<file path="src/rtl/led_pkg.sv">
// Shared types and default timing for the LED pulse stretcher.
package led_pkg;

    typedef enum logic [1:0] {
        IDLE = 2'd0,
        ON   = 2'd1,
        GAP  = 2'd2
    } led_state_e;

    // 10 ms at 25 MHz
    localparam int unsigned C_ON_CYCLES_DEFAULT   = 250000;
    localparam int unsigned C_OFF_CYCLES_DEFAULT  = 250000;
    localparam int unsigned C_MAX_PENDING_DEFAULT = 7;

    function automatic int unsigned max_u(input int unsigned a, input int unsigned b);
        return (a > b) ? a : b;
    endfunction

    // Bits needed to hold 0..n-1, never less than one.
    function automatic int unsigned cnt_width(input int unsigned n);
        return (n <= 1) ? 1 : $clog2(n);
    endfunction

endpackage

</file>
<file path="src/rtl/led_timer.sv">
// Loadable down-counter shared by the ON and GAP phases; expired_c flags a count of zero.
module led_timer #(
    parameter int unsigned W = 8
) (
    input  logic         clk,
    input  logic         rst,
    input  logic         load,
    input  logic [W-1:0] load_val,
    output logic         expired_c
);

    logic [W-1:0] count_q;
    logic [W-1:0] count_d;

    always_comb begin
        count_d = count_q;
        if (load) begin
            count_d = load_val;
        end else if (count_q != '0) begin
            count_d = count_q - W'(1);
        end
    end

    always_ff @(posedge clk) begin
        if (rst) begin
            count_q <= '0;
        end else begin
            count_q <= count_d;
        end
    end

    assign expired_c = (count_q == '0);

endmodule

</file>
<file path="src/rtl/led_pulse_stretcher.sv">
// Turns single-cycle events into fixed-length LED blinks, queueing events that arrive mid-blink.
// Optional macro LED_RETRIGGER_EN: pulses during ON restart the ON time instead of queueing.
module led_pulse_stretcher
    import led_pkg::*;
#(
    parameter int unsigned c_ON_CYCLES   = C_ON_CYCLES_DEFAULT,
    parameter int unsigned c_OFF_CYCLES  = C_OFF_CYCLES_DEFAULT,
    parameter int unsigned c_MAX_PENDING = C_MAX_PENDING_DEFAULT
) (
    input  logic i_Clk,
    input  logic i_Reset,
    input  logic i_Pulse,
    output logic o_LED,
    output logic o_Busy,
    output logic o_Overflow
);

    localparam int unsigned TMR_W  = cnt_width(max_u(c_ON_CYCLES, c_OFF_CYCLES));
    localparam int unsigned PEND_W = $clog2(c_MAX_PENDING + 1);

    // Timer holds remaining cycles minus one, so expiry marks the last cycle of a phase.
    localparam logic [TMR_W-1:0]  ON_LOAD  = TMR_W'(c_ON_CYCLES - 1);
    localparam logic [TMR_W-1:0]  OFF_LOAD = TMR_W'(c_OFF_CYCLES - 1);
    localparam logic [PEND_W-1:0] PEND_MAX = PEND_W'(c_MAX_PENDING);

    led_state_e        state_q, state_d;
    logic [PEND_W-1:0] pend_q, pend_d;
    logic              ovf_q, ovf_d;
    logic              led_q, led_d;
    logic              busy_q, busy_d;

    logic              tmr_load;
    logic [TMR_W-1:0]  tmr_val;
    logic              tmr_expired_c;
    logic              pend_full_c;

    led_timer #(
        .W(TMR_W)
    ) u_timer (
        .clk       (i_Clk),
        .rst       (i_Reset),
        .load      (tmr_load),
        .load_val  (tmr_val),
        .expired_c (tmr_expired_c)
    );

    assign pend_full_c = (pend_q == PEND_MAX);

    always_comb begin
        state_d  = state_q;
        pend_d   = pend_q;
        ovf_d    = ovf_q;
        tmr_load = 1'b0;
        tmr_val  = ON_LOAD;

        case (state_q)
            IDLE: begin
                if (i_Pulse) begin
                    state_d  = ON;
                    tmr_load = 1'b1;
                    tmr_val  = ON_LOAD;
                end
            end

            ON: begin
`ifdef LED_RETRIGGER_EN
                if (i_Pulse) begin
                    tmr_load = 1'b1;
                    tmr_val  = ON_LOAD;
                end else if (tmr_expired_c) begin
                    state_d  = GAP;
                    tmr_load = 1'b1;
                    tmr_val  = OFF_LOAD;
                end
`else
                if (i_Pulse) begin
                    if (pend_full_c) begin
                        ovf_d = 1'b1;
                    end else begin
                        pend_d = pend_q + PEND_W'(1);
                    end
                end
                if (tmr_expired_c) begin
                    state_d  = GAP;
                    tmr_load = 1'b1;
                    tmr_val  = OFF_LOAD;
                end
`endif
            end

            GAP: begin
                if (tmr_expired_c) begin
                    // A pulse here pairs with the outgoing decrement, so pending is left alone.
                    if (i_Pulse || (pend_q != '0)) begin
                        state_d  = ON;
                        tmr_load = 1'b1;
                        tmr_val  = ON_LOAD;
                        if (!i_Pulse) begin
                            pend_d = pend_q - PEND_W'(1);
                        end
                    end else begin
                        state_d = IDLE;
                    end
                end else if (i_Pulse) begin
                    if (pend_full_c) begin
                        ovf_d = 1'b1;
                    end else begin
                        pend_d = pend_q + PEND_W'(1);
                    end
                end
            end

            default: begin
                state_d = IDLE;
            end
        endcase

        led_d  = (state_d == ON);
        busy_d = (state_d != IDLE);
    end

    always_ff @(posedge i_Clk) begin
        if (i_Reset) begin
            state_q <= IDLE;
            pend_q  <= '0;
            ovf_q   <= 1'b0;
            led_q   <= 1'b0;
            busy_q  <= 1'b0;
        end else begin
            state_q <= state_d;
            pend_q  <= pend_d;
            ovf_q   <= ovf_d;
            led_q   <= led_d;
            busy_q  <= busy_d;
        end
    end

    assign o_LED      = led_q;
    assign o_Busy     = busy_q;
    assign o_Overflow = ovf_q;

endmodule

</file>
<file path="config.mk">
export PLATFORM = sky130hd
export DESIGN_NAME = led_pulse_stretcher
export DESIGN_NICKNAME = d
export VERILOG_FILES = /design/src/rtl/led_pkg.sv /design/src/rtl/led_timer.sv /design/src/rtl/led_pulse_stretcher.sv
export SDC_FILE = /design/constraint.sdc
export NUM_CORES = 1
export LEC_CHECK = 0
export CORE_MARGIN = 5
export CORE_UTILIZATION = 40
export DETAILED_ROUTE_END_ITERATION = 6
export REMOVE_ABC_BUFFERS = 1
export SETUP_SLACK_MARGIN = 0.05
export SYNTH_ARGS = -nofsm -noshare
export SYNTH_HDL_FRONTEND = slang
export SYNTH_SLANG_ARGS = --single-unit
</file>
<file path="constraint.sdc">
create_clock -name i_Clk -period 2.56 [get_ports i_Clk]
set_input_delay 0.256 -clock i_Clk [delete_from_list [all_inputs] [get_ports i_Clk]]
set_output_delay 0.256 -clock i_Clk [all_outputs]
set_load 0.05 [all_outputs]
</file>
==> summary.md <==
| Metric | Value |
|---|---|
| Initial core utilization | `0.406` |
| Outcome | `complete, no violations` |
| WL per Instance | `~14 µm` |
| Die ar. | `approximately 5000 µm²` |
| Peak supply drop | `roughly 0.26 mV` |
| Share of the synthesized area in the top cell type | `0.356` |
| Clock network power share | `0.212` |
| Top FF cell, synth | `dfxtp_1` |
| GP Congestion | `~0.9` |
| Req. time, crit path | `between 2 and 3 ns` |
| Yosys top cell by area | `dfxtp_1` |
| Clock Latency Late Sink | `0.27 ns` |
| Switch share | `0.351` |
| Synth Cell Area | `around 1500 µm²` |
| Hold Crit Class | `reg -> reg` |
| Post-synthesis async set-or-reset flop share | `0` |
| Final Hold Viols | `0` |
| Setup Skew | `roughly 0.0044 ns` |
| Buffers on Ports | `5` |
| Vias in the first global route | `approximately 1.3k` |
| Final Max Tran Viols | `0` |
| Tmin final | `2.38 ns` |
| Place WS | `0.194 ns` |
| Die H | `~70 µm` |
| Post-CTS Hold Fix Bufs | `0` |
| Total power | `~0.0011 W` |
| Detailed-route wire length | `approximately 3400 µm` |
| Final HPWL DP | `between 2000 and 2500 µm` |
| Largest cells by area after synthesis | `dfxtp_1 36%, xnor2_1 6.0%, nor3_1 5.8%` |
| Period utilization | `0.930` |
| Die Wd | `a little over 70 µm` |
| Sequential element share of the synthesized area | `0.356` |
| Setup ws final | `about 0.18 ns` |
| Number of synthesized flops with an enable pin | `0` |
| Top-Level Pins | `6` |
| Vias per inst | `5.60` |
| Diodes inserted | `0` |
| Peak Freq | `around 420 MHz` |
| Gate Count Post-Synth | `between 150 and 200` |
| CTS tree | `built` |
| ANT nets after route | `0` |
| Layout Nets | `around 200` |
| DRC violation count after routing | `0` |
| Initial antenna violation count | `0` |
| Relative slew slack | `0.622` |
| Tot GR Track Use | `0.143` |
| Seq pwr share | `0.457` |
| DRT Pass-1 Iters | `4` |
| Fillers | `~360` |
| Layout cells sized above 1 | `0.0973` |
| CTS Root Cell | `clkbuf_8` |
| Global-route wire length before repair | `between 5000 and 6000 µm` |
| Final setup vio count | `0` |
| Comb power frac | `0.331` |
| Buffer levels on the longest clock path | `2` |
| Startpoint types | `register` |
| Internal power | `0.000709 W` |
| Core area | `between 3000 and 4000 µm²` |
| CP Class | `reg -> reg` |
| Net switching power | `between 0.0003 and 0.0004 W` |
| # H-tree levels | `1` |
| Hold path depth | `2` |
| Iter 0 DRT Violations | `between 70 and 80` |
| Clock transition at the registers of the reported paths | `~0.090 ns` |
| Power per cell area | `approximately 670 nW/µm²` |
| Synth Register Bits | `26` |
| Grt total ovfl | `0` |
| Area grow syn2layout | `11.1%` |
| Worst EP arrival | `~2.6 ns` |
| Max_cap viols | `0` |
| Vias | `around 1.3k` |
| Critical path endpoint category | `register` |
| RSZ-0062 raised after global routing | `false` |
| Num CTS Buffers | `3` |
| Largest net degree at the start of global routing | `21` |
| Max FO, Critical Path | `7` |
| Leakage dissipation | `approximately 0.58 nW` |
| Clock Sinks | `26` |
| Mean Syn Cell Area | `8.18 µm²` |
| Row count | `22` |
| Syn. warnings | `0` |
| Setup TNS | `0 ns` |
| Slew @ Worst Pin | `~0.55 ns` |
| Worst Reg-to-Reg Cells | `8` |
| Netlist cell types | `43` |
## final timing paths
kind,start,to,slack [ns]
setup / recovery,u_timer.count_q[0],pend_q[0],0.18
hold / removal,o_Overflow,o_Overflow,0.49
setup reg to reg,u_timer.count_q[0],pend_q[0],0.18
hold reg to reg,o_Overflow,o_Overflow,0.49
## metrics by stage
stage | utilization | cells | hold WS [ns] | area, µm²
2_1_floorplan | - | 170 | 0.325 | 1420
5_1_grt | 0.451 | 233 | 0.536 | 1630
4_1_cts | 0.447 | 231 | 0.506 | 1610
3_5_place_dp | 0.435 | 228 | 0.483 | 1570
3_3_place_gp | 0.435 | 228 | 0.454 | 1570
6_report | 0.451 | 233 | 0.494 | 1630
## power by group through the flow
stage | clock network [W] | logic [W] | registers (W)
2_1_floorplan | 0 | 0.000258 | 0.000506
3_3_place_gp | 0 | 0.000344 | 0.000505
3_5_place_dp | 0 | 0.000352 | 0.000507
4_1_cts | 0.000234 | 0.000356 | 0.000498
5_1_grt | 0.000259 | 0.000401 | 0.000508
6_report | 0.000231 | 0.000362 | 0.000500
## placed cells by master (no fill, tap or decap), types with 2 or more instances in the layout
master and count:
a211oi_1 4, a21oi_1 14, a31oi_1 6, and2_1 3
buf_4 7, clkbuf_8 3, clkdlybuf4s50_1 5, dfxtp_1 25
ha_1 5, inv_1 6, nand2_1 15, nand2b_1 5
nand3_1 5, nor2_1 16, nor2b_1 2, nor3_1 17
nor4_1 6, nor4b_1 2, o211ai_1 2, o21ai_0 2
or3_1 3, or4_1 2, xnor2_1 10, xor2_1 2
## kinds of logic (layout without fill, tap and decap cells)
family | Yosys count | count (layout) | synth area share
XOR/XNOR | 12 | 12 | 0.0718
adder cells (fa/ha/maj) | 5 | 5 | 0.0427
multiplexers | 3 | 3 | 0.0248
AND/OR/NAND/NOR | 84 | 84 | 0.310
flip-flops | 26 | 26 | 0.356
buffers and inverters | 15 | 21 | 0.0444
AO/OA/AOI/OAI | 34 | 34 | 0.150
## layer usage
| metal | routed length, µm | track usage |
|---|---|---|
| met1 | 1510 | 0.172 |
| met2 | 1670 | 0.251 |
| met3 | 82 | 0.0230 |
| met4 | 93 | 0.0596 |
| met5 | 0 | 0 |
## worst max-delay path, stage by stage, from the launching register on
cell and delay (ns):
dfxtp_2 0.35, inv_1 0.11, ha_1 0.17, or3b_2 0.49
nor4_4 0.34, buf_4 0.21, and2_1 0.18, o221ai_2 0.12
mux2_4 0.30
## cell usage after synthesis, drive strengths merged, types with 2 or more instances
library cell  count
a211oi            4
a21oi            14
a31oi             6
and2              3
buf               4
clkbuf            5
dfxtp            26
ha                5
inv               6
mux2              2
nand2            15
nand2b            5
nand3             5
nor2             16
nor2b             2
nor3             17
nor4              7
nor4b             2
o211ai            2
o21ai             2
or3               3
or4               3
xnor2            10
xor2              2
## state kept, by name, summed over array words and instances (netlist names)
register and cells:
o_Busy 1, o_LED 1, o_Overflow 1, pend_q 3, state_q 2, u_timer.count_q 18
## final cells by class
type | count | area (µm²) | share of cell area
Clock buffer | 3 | 41.3 | 0.0254
Multi-Input combinational cell | 138 | 878 | 0.540
Inverter | 6 | 22.5 | 0.0138
Timing Repair Buffer | 12 | 103 | 0.0631
Tap cell | 48 | 60.1 | 0.0369
Sequential cell | 26 | 522 | 0.321
## what timing repair did
action / 4_1_cts / 5_1_grt
buffers inserted: 0 / 2
endpoints found under the setup margin: 0 / 16
gates resized for setup: 0 / 2
Power figures use the tool's default switching activity.
